### config.mk
export PLATFORM = sky130hd
export DESIGN_NAME = uart_receiver_flat
export DESIGN_NICKNAME = d
export VERILOG_FILES = /design/src/rtl/uart_receiver_if.sv /design/src/rtl/uart_receiver.sv /design/src/flat_wrapper.sv
export SDC_FILE = /design/constraint.sdc
export NUM_CORES = 1
export LEC_CHECK = 0
export BUFFER_PORTS_ARGS = -buffer_cell sky130_fd_sc_hd__buf_2
export CAP_MARGIN = 20
export CORE_MARGIN = 2
export CORE_UTILIZATION = 45
export CTS_BUF_LIST = sky130_fd_sc_hd__clkbuf_2
export DETAILED_ROUTE_END_ITERATION = 7
export GPL_TIMING_DRIVEN = 0
export PLACE_DENSITY = 0.63
export SETUP_SLACK_MARGIN = 0.3
export SLEW_MARGIN = 20
export SYNTH_ARGS = -nofsm -noshare
export SYNTH_HDL_FRONTEND = slang
export SYNTH_SLANG_ARGS = --single-unit
### constraint.sdc
create_clock -name clk -period 5.6 [get_ports clk]
set_input_delay 1.12 -clock clk [delete_from_list [all_inputs] [get_ports clk]]
set_output_delay 1.12 -clock clk [all_outputs]
set_load 0.05 [all_outputs]
### src/rtl/uart_receiver_if.sv
// Serial line in, received byte and status pulses out, for the 8N1 UART receiver.
interface uart_receiver_if;
    logic       rx_in;
    logic [7:0] d_out;
    logic       rx_valid;
    logic       frame_err;
    logic       rx_busy;

    modport master (output rx_in, input d_out, input rx_valid, input frame_err, input rx_busy);
    modport slave  (input rx_in, output d_out, output rx_valid, output frame_err, output rx_busy);
endinterface

### src/rtl/uart_receiver.sv
// 8N1 UART receiver: mid-bit sampling, start-glitch rejection, framing-error flag.
module uart_receiver #(
    parameter int CLKS_PER_BIT = 868
) (
    input  logic          clk,
    input  logic          reset,
    uart_receiver_if.slave bus
);
    localparam int HALF_BIT = CLKS_PER_BIT / 2;
    localparam int CW       = $clog2(CLKS_PER_BIT);
    localparam logic [CW-1:0] BIT_END  = CW'(CLKS_PER_BIT - 1);
    localparam logic [CW-1:0] HALF_END = CW'(HALF_BIT - 1);
    localparam logic [CW-1:0] CNT_ONE  = CW'(1);

    typedef enum logic [2:0] {IDLE, START, DATA, STOP, WAIT_IDLE} state_e;

    state_e        state_q, state_d;
    logic          sync_q, rx_s_q;
    logic [CW-1:0] cnt_q, cnt_d;
    logic [2:0]    idx_q, idx_d;
    logic [7:0]    shift_q, shift_d;
    logic [7:0]    dout_q, dout_d;
    logic          valid_q, valid_d;
    logic          err_q, err_d;
    logic          busy_q;

    // State, counters, synchronizer and registered outputs
    always_ff @(posedge clk) begin
        if (reset) begin
            sync_q  <= 1'b1;
            rx_s_q  <= 1'b1;
            state_q <= IDLE;
            cnt_q   <= {CW{1'b0}};
            idx_q   <= 3'd0;
            shift_q <= 8'h00;
            dout_q  <= 8'h00;
            valid_q <= 1'b0;
            err_q   <= 1'b0;
            busy_q  <= 1'b0;
        end else begin
            sync_q  <= bus.rx_in;
            rx_s_q  <= sync_q;
            state_q <= state_d;
            cnt_q   <= cnt_d;
            idx_q   <= idx_d;
            shift_q <= shift_d;
            dout_q  <= dout_d;
            valid_q <= valid_d;
            err_q   <= err_d;
            busy_q  <= (state_q != IDLE);
        end
    end

    // Next-state, bit timing and byte assembly
    always_comb begin
        state_d = state_q;
        cnt_d   = cnt_q;
        idx_d   = idx_q;
        shift_d = shift_q;
        dout_d  = dout_q;
        valid_d = 1'b0;
        err_d   = 1'b0;
        case (state_q)
            IDLE: begin
                if (!rx_s_q) begin
                    state_d = START;
                    cnt_d   = {CW{1'b0}};
                end else begin
                    state_d = IDLE;
                end
            end
            START: begin
                if (cnt_q == HALF_END) begin
                    if (!rx_s_q) begin
                        state_d = DATA;
                        cnt_d   = {CW{1'b0}};
                        idx_d   = 3'd0;
                    end else begin
                        state_d = IDLE;
                    end
                end else begin
                    cnt_d = cnt_q + CNT_ONE;
                end
            end
            DATA: begin
                if (cnt_q == BIT_END) begin
                    shift_d[idx_q] = rx_s_q;
                    cnt_d          = {CW{1'b0}};
                    if (idx_q == 3'd7) begin
                        idx_d   = 3'd0;
                        state_d = STOP;
                    end else begin
                        idx_d = idx_q + 3'd1;
                    end
                end else begin
                    cnt_d = cnt_q + CNT_ONE;
                end
            end
            STOP: begin
                // Leave at mid-stop-bit so a following start edge is not missed
                if (cnt_q == BIT_END) begin
                    cnt_d = {CW{1'b0}};
                    if (rx_s_q) begin
                        dout_d  = shift_q;
                        valid_d = 1'b1;
                        state_d = IDLE;
                    end else begin
                        err_d   = 1'b1;
                        state_d = WAIT_IDLE;
                    end
                end else begin
                    cnt_d = cnt_q + CNT_ONE;
                end
            end
            WAIT_IDLE: begin
                if (rx_s_q) begin
                    state_d = IDLE;
                end else begin
                    state_d = WAIT_IDLE;
                end
            end
            default: begin
                state_d = IDLE;
            end
        endcase
    end

    assign bus.d_out     = dout_q;
    assign bus.rx_valid  = valid_q;
    assign bus.frame_err = err_q;
    assign bus.rx_busy   = busy_q;
endmodule

### src/flat_wrapper.sv
// flat-port wrapper written by rule: the top's interface ports become plain ports
module uart_receiver_flat 
#(
    parameter int CLKS_PER_BIT = 868
)
  (clk, reset, bus_rx_in, bus_d_out, bus_rx_valid, bus_frame_err, bus_rx_busy);
  uart_receiver_if bus_i ();
  input  logic clk;
  input  logic reset;
  input wire logic [$bits(bus_i.rx_in)-1:0] bus_rx_in;
  output wire logic [$bits(bus_i.d_out)-1:0] bus_d_out;
  output wire logic [$bits(bus_i.rx_valid)-1:0] bus_rx_valid;
  output wire logic [$bits(bus_i.frame_err)-1:0] bus_frame_err;
  output wire logic [$bits(bus_i.rx_busy)-1:0] bus_rx_busy;
  assign bus_i.rx_in = bus_rx_in;
  assign bus_d_out = bus_i.d_out;
  assign bus_rx_valid = bus_i.rx_valid;
  assign bus_frame_err = bus_i.frame_err;
  assign bus_rx_busy = bus_i.rx_busy;
  uart_receiver #(.CLKS_PER_BIT(CLKS_PER_BIT)) u_core (.clk(clk), .reset(reset), .bus(bus_i));
endmodule
## Word level (Yosys, flattened, before mapping)

Index checks and enable logic that the tools add are counted.

| storage, ports and cells | value |
|---|---|
| register bits after elaboration | 37 |
| bits of input ports | 3 |
| logic and storage cells | 61 |
| output and inout port bits | 11 |

| operators by class | value |
|---|---|
| equality and inequality tests | 12 |
| multiplexer cells | 22 |
| reductions and logical operators | 11 |
| bitwise gates (word level) | 2 |
| order comparisons | 2 |
| $add $sub $neg | 2 |

Operators with widths:

| operator | number |
|---|---|
| 10-bit 2-to-1 mux | 3 |
| 10-bit one-hot mux with 3 select lines | 1 |
| 3-bit 2-to-1 mux | 9 |
| 3-bit one-hot mux with 5 select lines | 1 |
| 10-bit by 1-bit adder with 10-bit output, second input constant | 1 |
| 10-bit equality test, second input constant | 1 |
| 10-bit by 9-bit equality test with 1-bit output, second input constant | 1 |
| 8-bit bitwise mux | 1 |
| 2-bit by 1-bit != test with 1-bit output, second input constant | 4 |
| 4-bit AND reduction | 2 |
| 3-bit by 2-bit equality test with 1-bit output, second input constant | 2 |
| 3-bit equality test, second input constant | 2 |
| 3-bit one-hot mux with 2 select lines | 1 |
| 3-bit nonzero test | 2 |
| 3-bit by 4-bit < comparator with 1-bit output, second input constant | 1 |
| 1-bit 2-to-1 mux | 4 |
| 3-bit by 1-bit adder with 3-bit output, second input constant | 1 |
| 1-bit demux with 3-bit select | 1 |
| 3-bit by 1-bit equality test with 1-bit output, second input constant | 1 |
| 3-bit by 1-bit >= comparator with 1-bit output, second input constant | 1 |
| 3-bit logical NOT | 1 |
| 3-bit AND reduction | 1 |
| 3-bit OR reduction | 1 |
| 2-bit 2-to-1 mux | 1 |
| other kinds (6) | 7 |

## Logic depth before layout (Yosys ltp)

Gate-level depths: netlist of run 1.

| depth | value |
|---|---|
| word-level depth | 5 |
| gate-level depth with buffers | 8 |
| mapped depth without buffers | 7 |

## Least setup slack after synthesis of run 1

Ideal clock, no wire load.

| timing path | value |
|---|---|
| kind | flip-flop to flip-flop |
| from | reg u_core.cnt_q[0] |
| to | reg u_core.idx_q[0] |
| arrival | 1.874 ns |
| library setup time | 0.071 ns |
| path slack | 3.655 ns |
| required time | 5.529 ns |
| period minus slack after synthesis | 1.945 ns |
| stages on the path, launching flop included | 7 |
| path buffers | 0 |
| cell sequence | dfxtp_1 -> ha_1 -> nand4bb_1 -> or4b_1 -> a21o_1 -> or4_1 -> a21oi_1 |

| between the ends | value |
|---|---|
| cells in the longest elaborated chain, start to end | 3 |
| elaborated cells on any way between the ends | 5 |
| classes of those cells | 4 x eq/ne; 1 x reduce/logical |

RTL lines:

| item | line | RTL |
|---|---|---|
| start: declaration | uart_receiver.sv:19 | `logic [CW-1:0] cnt_q, cnt_d;` |
| start signal: assignment | uart_receiver.sv:33 | `cnt_q <= {CW{1'b0}};` |
| start signal: assignment | uart_receiver.sv:44 | `cnt_q <= cnt_d;` |
| 10-bit equality test or 10-bit by 9-bit equality test with 1-bit output (tied branches) | uart_receiver.sv:86, uart_receiver.sv:73 |  |
| 2-bit by 1-bit != test with 1-bit output (no source line) | n/a |  |
| 4-bit AND reduction (no source line) (*) | n/a |  |
| end signal: assignment | uart_receiver.sv:45 | `idx_q <= idx_d;` |
| end: declaration | uart_receiver.sv:20 | `logic [2:0] idx_q, idx_d;` |

Every way passes the cells marked *; elsewhere a longest branch is shown, timed or not.
A chain may end at the register's enable or synchronous reset.

## Final worst setup path of run 1

| timing path | value |
|---|---|
| from | reg u_core.dout_q[2], in the netlist u_core.bus.d_out[2] |
| to | out bus_d_out[2] |

RTL lines:

| item | line | RTL |
|---|---|---|
| start: declaration | uart_receiver.sv:22 | `logic [7:0] dout_q, dout_d;` |
| start signal: assignment | uart_receiver.sv:47 | `dout_q <= dout_d;` |
| end: declaration | flat_wrapper.sv:11 | `output wire logic [$bits(bus_i.d_out)-1:0] bus_d_out;` |

No word-level cell between the ends.

==> results of run 1 <==
cells in the mapped netlist:
cell        n  area, um2
a32oi_1     7       61.3
nand4_1     3       18.8
clkbuf_1   12       45.0
nand2_1    19       71.3
nor3_1      6       30.0
a31oi_1     1       6.26
buf_2       1       5.00
o21ai_0     3       15.0
and4_1      1       8.76
nand3_1     6       30.0
nand4b_1    4       35.0
mux2i_1    16        160
or4b_2      1       10.0
nor4_1      1       6.26
nand2_2     1       6.26
nand4bb_1   1       11.3
nand3b_1    1       7.51
or4_1       1       7.51
o22a_1      1       8.76
a31o_2      1       8.76
xnor2_1     2       17.5
xor2_1      5       43.8
a21o_1      2       15.0
ha_1        4       50.1
dfxtp_1    37        741
nor2_1     39        146
nor2b_1     1       6.26
nand2b_1    1       6.26
and3_1      2       12.5
o21a_1      1       7.51
o2111ai_1   1       8.76
nor4b_1     2       17.5
mux2_2      1       11.3
or4b_1      1       10.0
nor3b_1     1       7.51
and4bb_2    1       12.5
and2_1      2       12.5
inv_1       1       3.75
or2_2       6       37.5
nor3b_2     1       12.5
a21oi_1     9       45.0
power by group through the flow:
stage | registers, mW | logic, mW | clock network [mW]
after floorplan | 0.272 | 0.0133 | 0
after global placement | 0.272 | 0.0187 | 0
after detailed placement | 0.272 | 0.0190 | 0
after CTS | 0.266 | 0.0190 | 0.124
after global routing | 0.267 | 0.0214 | 0.135
final | 0.266 | 0.0190 | 0.120
cell families after synthesis:
family | after synthesis
AOI/OAI and AO/OA | 26
xor gates and xnor gates | 7
adders and majority gates | 4
buffers and inverters | 14
DFF | 37
muxes | 17
and+or+nand+nor | 102
per-stage QoR:
| step | power, mW | setup slack, ns | area, um2 | cells | hold WS, ns |
|---|---|---|---|---|---|
| after global routing | 0.423 | 3.29 | 1940 | 275 | 0.448 |
| after detailed placement | 0.291 | 3.46 | 1900 | 267 | 0.399 |
| after CTS | 0.409 | 3.41 | 1940 | 275 | 0.439 |
| after floorplan | 0.286 | 3.66 | 1780 | 207 | 0.389 |
| after global placement | 0.290 | 3.49 | 1900 | 267 | 0.396 |
| final | 0.406 | 3.42 | 1940 | 275 | 0.435 |
registers in the layout, indices dropped and copies added, names as in the netlist, 3 cells and up:
| register | count |
|---|---|
| u_core.bus.d_out | 8 |
| u_core.idx_q | 3 |
| u_core.cnt_q | 10 |
| u_core.shift_q | 8 |
| u_core.state_q | 3 |
routing by layer:
layer	vias up	share of wire [%]	wire (um)	global-route usage [%]
li1	769	-	-	-
met1	716	47	1760	25.3
met2	47	45	1690	28.5
met3	7	6.0	222	5.07
met4	0	1.2	46	5.36
met5	-	0	0	0
final timing paths:
kind,end,slack [ns],startpoint
setup reg to reg,u_core.idx_q[0],3.43,u_core.cnt_q[0]
hold reg to reg,u_core.rx_s_q,0.43,u_core.sync_q
hold / removal,u_core.rx_s_q,0.43,u_core.sync_q
setup / recovery,bus_d_out[2],3.42,u_core.bus.d_out[2]
cell type report:
cell class | count | area, um2
Tap cell | 48 | 60.1
Clock buffer | 5 | 25.0
Multi-Input combinational cell | 156 | 983
Buffer | 13 | 50.0
Timing Repair Buffer | 12 | 60.1
Fill cell | 364 | 1780
Inverter | 1 | 3.75
Sequential cell | 37 | 741
Clock inverter | 3 | 17.5
==> out/results.tsv, run 1 <==
stage	metric	value	unit
worst_setup_path	CP required	4.48	ns
pwr	Reg power frac	65.7	%
placement	Final GP Congestion	0.849	
worst_setup_path	reg2reg path depth	6	
clocking	H-tree levels	2	
pwr	Psw	106	uW
layout	Nets	233	
worst_setup_path	CP cell instances	buf_2	
logic_synthesis	number of library cell types mapped by synthesis	41	
clocking	clk root buf	clkbuf_2	
placement	Detailed Place HPWL	2720	um
sta	RSZ-0062 raised after global routing	no	
run	maxcap violations	0	
clocking	clock slew at reported path FFs	0.19	ns
sta	Final Max Tran Viols	0	
floorplanning	die width	66.9	um
logic_synthesis	mux share of post-synthesis cell area	9.64	%
drt	DRT Pass-1 Iters	4	
clocking	TritonCTS Buffers	5	
logic_synthesis	largest family of logic cells by synthesized area	simple AND/OR/NAND/NOR gates	
logic_synthesis	Cells after Synth	207	
sta	Fmax	458	MHz
pwr	Power Density	209	nW/um2
global_routing	global-route wire length before repair	6210	um
floorplanning	FP Rows	22	
pwr	combinational power share	4.7	%
drt	drc violations	0	
worst_setup_path	critical path launch point type	flip-flop	
min_path	hold depth	1	
global_routing	pin count of the biggest net entering global routing	13	
drt	post-DR vias/cell	5.60	
floorplanning	die area	4470	um2
global_routing	vias in the first global route	1320	
logic_synthesis	Synth warnings	0	
worst_setup_path	Crit. path cell count	1	
clocking	CTS Buffer Depth	2	
min_path	Worst Hold Class	flip-flop to flip-flop	
worst_setup_path	Critical path buffers and inverters	1	
pwr	Sw Ratio	26.0	%
sta	Clock Skew	0.0103	ns
pwr	peak supply drop	102	uV
sta	# setup viols final	0	
sta	Setup TNS Final	0	ns
logic_synthesis	mapped cell area	1780	um2
clocking	number of post-CTS setup repair buffers	0	
sta	Final Hold Fails	0	
global_routing	initial antenna violation count	0	
clocking	CTS resizes	0	
sta	Worst Tran Pin Value	0.548	ns
logic_synthesis	Seq cells post-synth	37	
logic_synthesis	sequential-to-total area share from yosys stat	41.7	%
run_status	status	finished clean	
clocking	TritonCTS clock tree	built	
pwr	P_leak	0.810	nW
layout	diode count	0	
pwr	cell-internal power	300	uW
worst_setup_path	Worst Path Arrival	1.06	ns
global_routing	total gr overflow	0	
logic_synthesis	simple-gate portion of the synthesized area	29.5	%
layout	commonest non-fill, non-tap cells in the layout	39 x nor2_1, 37 x dfxtp_1, 19 x nand2_1, 16 x mux2i_1, 13 x buf_2	
drt	Vias	1539	
sta	crit path time final	2.18	ns
drt	routed wire length	3720	um
worst_setup_path	Setup CP Type	flip-flop to output port	
layout	area added between synthesis and finish	9.15	%
logic_synthesis	Post-Synth XOR/XNOR Area	3.45	%
clocking	clock sinks	37	
logic_synthesis	syn_nets	214	
worst_setup_path	Max Fanout on Critical Path	2	
clocking	worst skew pair latency	0.40	ns
floorplanning	die height	66.9	um
global_routing	Total GRT Usage	18.5	%
worst_setup_path	Max stage delay on crit path	0.39	ns
worst_setup_path	CP top delay family	flip-flops	
logic_synthesis	Compound-Gate Fraction of Synth Area	9.92	%
logic_synthesis	Post-Synth Adder-Cell Area	2.81	%
floorplanning	core area	3720	um2
drt	routed len/inst	13.5	um
pwr	Clk pwr share	29.7	%
floorplanning	I/O pin count	14	
placement	Buffers on Ports	12	
drt	Final ANT Viol Nets	0	
clocking	cts hold-fix bufs	0	
sta	Max-slew headroom	63.3	%
sta	Final Cycle Share	39.0	%
floorplanning	Initial Util	47.8	%
layout	commonest non-fill, non-tap cell in the layout	nor2_1	
worst_setup_path	crit end category	output port	
drt	Initial DRC Count	125	
layout	share of layout cells above drive strength 1	14.5	%
logic_synthesis	Mapped Avg Cell Area	8.59	um2
layout	final core occ	52.2	%
worst_setup_path	crit path max-delay cell type	dfxtp_1	
Power figures use the tool's default switching activity.
==> run 2, diff against run 1 <==
clock period = 2.23 ns   (was 5.6 ns; I/O delays follow)
==> run 2 against run 1 <==
Against the previous run: setup slack lost 3.2 ns; first-iteration DRC count shrank 8.0%; critical path depth rose by 6; clock power increased by 140%; non-clock buffer count rose by 11; count of clock-buffer cells in the layout is 1 higher; critical endpoint is now u_core.idx_q[0]; largest power group unchanged.
==> out/results.tsv, run 2 (synthesis gave the netlist of run 1 again) <==
stage	metric	value	unit	change
placement	Final GP Congestion	0.843		-0.71%
worst_setup_path	crit end category	flip-flop		
layout	final non-filler cell total	285		+3.6%
global_routing	met3 Usage GRT	5.07	%	unchanged
sta	# setup viols final	0		unchanged
layout	max reg flops	10		unchanged
global_routing	initial antenna violation count	0		unchanged
worst_setup_path	Critical path buffers and inverters	1		unchanged
worst_setup_path	Max Fanout on Critical Path	3		+1
drt	Vias	1639		+6.5%
worst_setup_path	CP cell instances	inv_2 -> ha_4 -> nand4bb_1 -> or4b_4 -> a21o_1 -> or4_4 -> a21oi_2		
drt	routed wire length	4120	um	+11%
drt	routed len/inst	14.5	um	+7.0%
layout	Largest Register	u_core.cnt_q		
global_routing	Total GRT Usage	19.9	%	+1.4 points
global_routing	GR met2 Demand/Resource	31.5	%	+3.0 points
sta	Clock Skew	0.0198	ns	+0.00950 ns
drt	Final ANT Viol Nets	0		unchanged
worst_setup_path	Worst Path Arrival	2.32	ns	+1.26 ns
clocking	TritonCTS Buffers	5		unchanged
floorplanning	core area	3720	um2	unchanged
layout	diode count	0		unchanged
sta	crit path time final	2.02	ns	
clocking	TritonCTS clock tree	built		
global_routing	met1 layer usage reported by global route	26.6	%	+1.3 points
worst_setup_path	critical path launch point type	flip-flop		
layout	area added between synthesis and finish	20.2	%	
sta	RSZ-0062 raised after global routing	yes		
layout	Reg area	747	um2	+0.84%
clocking	clock sinks	37		unchanged
sta	Setup TNS Final	0	ns	unchanged
global_routing	vias in the first global route	1455		+10%
layout	area occupied by multi-input gates	1090	um2	+11%
pwr	Final Power	1.01	mW	+150%
layout	Nets	244		+4.7%
clocking	clk root buf	clkbuf_2		
worst_setup_path	CP top delay family	simple AND/OR/NAND/NOR gates		
floorplanning	Initial Util	47.8	%	unchanged
floorplanning	die width	66.9	um	unchanged
placement	Buffers on Ports	12		unchanged
worst_setup_path	Setup CP Type	flip-flop to flip-flop		
clocking	clock slew at reported path FFs	0.19	ns	about the same
placement	Detailed Place HPWL	2780	um	+2.2%
clocking	cts hold-fix bufs	0		unchanged
drt	post-DR vias/cell	5.75		+2.8%
pwr	P_leak	0.875	nW	+8.1%
sta	Fmax	495	MHz	
floorplanning	die area	4470	um2	unchanged
clocking	worst skew pair latency	0.37	ns	-0.03 ns
sta	Max-slew headroom	61.5	%	-1.8 points
min_path	Worst Hold Class	primary input to flip-flop		
sta	Final Max Tran Viols	0		unchanged
layout	commonest non-fill, non-tap cells in the layout	39 x nor2_1, 34 x dfxtp_1, 19 x nand2_1, 16 x mux2i_1, 13 x buf_2		
sta	Worst Tran Pin Value	0.577	ns	+0.0295 ns
layout	share of layout cells above drive strength 1	25.3	%	+11 points
global_routing	total gr overflow	0		unchanged
run_status	status	finished clean		
drt	drc violations	0		unchanged
floorplanning	I/O pin count	14		unchanged
layout	design area	2140	um2	+10%
drt	Initial DRC Count	115		-8.0%
floorplanning	FP Rows	22		unchanged
clocking	H-tree levels	2		unchanged
worst_setup_path	Max stage delay on crit path	0.52	ns	+0.13 ns
worst_setup_path	crit path max-delay cell type	or4b_4		
sta	Final Hold Fails	0		unchanged
global_routing	global-route wire length before repair	6690	um	+7.8%
drt	DRT Pass-1 Iters	4		unchanged
clocking	CTS Buffer Depth	2		unchanged
pwr	peak supply drop	319	uV	+210%
global_routing	pin count of the biggest net entering global routing	11		-2
layout	commonest non-fill, non-tap cell in the layout	nor2_1		
placement	Placed Cells incl. Taps	267		unchanged
layout	final core occ	57.5	%	+5.3 points
sta	Final Cycle Share	90.6	%	
floorplanning	die height	66.9	um	unchanged
global_routing	busiest grt layer	met2		
worst_setup_path	CP required	2.53	ns	-1.95 ns
run	maxcap violations	0		unchanged
pwr	Power Density	471	nW/um2	+130%
layout	fill count	333		-8.5%
placement	total placed instance area	1900	um2	unchanged
run 2: final timing paths:
path         cells past startpoint  slack, ns              end       startpoint
min                              2       0.24    u_core.sync_q        bus_rx_in
min reg2reg                      1       0.44    u_core.rx_s_q    u_core.sync_q
max                              7       0.21  u_core.idx_q[0]  u_core.cnt_q[1]
max reg2reg                      7       0.21  u_core.idx_q[0]  u_core.cnt_q[1]
run 2: layout make-up:
cell class	count	share of cell area, %
plain buffers	13	2.58
clock buffers	6	1.41
clock inverters	1	0.176
inverters	1	0.176
multi-input cells	156	50.9
flip-flops and latches	37	35.0
well taps	48	2.81
repair buffers	23	7.03
run 2: metrics by stage:
| step | worst slack (ns) | hold slack, ns |
|---|---|---|
| 2_1_floorplan | 0.306 | 0.389 |
| 3_3_place_gp | 0.145 | 0.394 |
| 3_5_place_dp | 0.0635 | 0.400 |
| 4_1_cts | 0.191 | 0.235 |
| 5_1_grt | 0.155 | 0.231 |
| 6_report | 0.209 | 0.244 |
run 2: where the power goes:
group | internal (mW) | switching, mW | leakage [nW] | total [mW]
logic | 0.0174 | 0.0365 | 0.548 | 0.0539
registers | 0.666 | 0.00324 | 0.300 | 0.669
clock network | 0.0733 | 0.210 | 0.0265 | 0.283
total | 0.757 | 0.250 | 0.875 | 1.01
run 2: timing repair:
item	CTS	global route
endpoints found under the setup margin	24	30
pin swaps	7	7
hold endpoints to repair	0	0
buffers inserted	6	5
resized for setup	21	10
run 2: worst reg2reg max path, stage by stage, from the launching register on:
cell       delay, ns
dfxtp_2         0.38
inv_2           0.06
ha_4            0.11
nand4bb_1       0.13
or4b_4          0.52
a21o_1          0.20
or4_4           0.42
a21oi_2         0.13
run 2: metal layers:
| layer | part of all wire (%) | vias to the layer above |
|---|---|---|
| met5 | 0 | - |
| met4 | 1.7 | 0 |
| met3 | 6.7 | 9 |
| met2 | 48 | 73 |
| met1 | 44 | 763 |
| li1 | - | 794 |
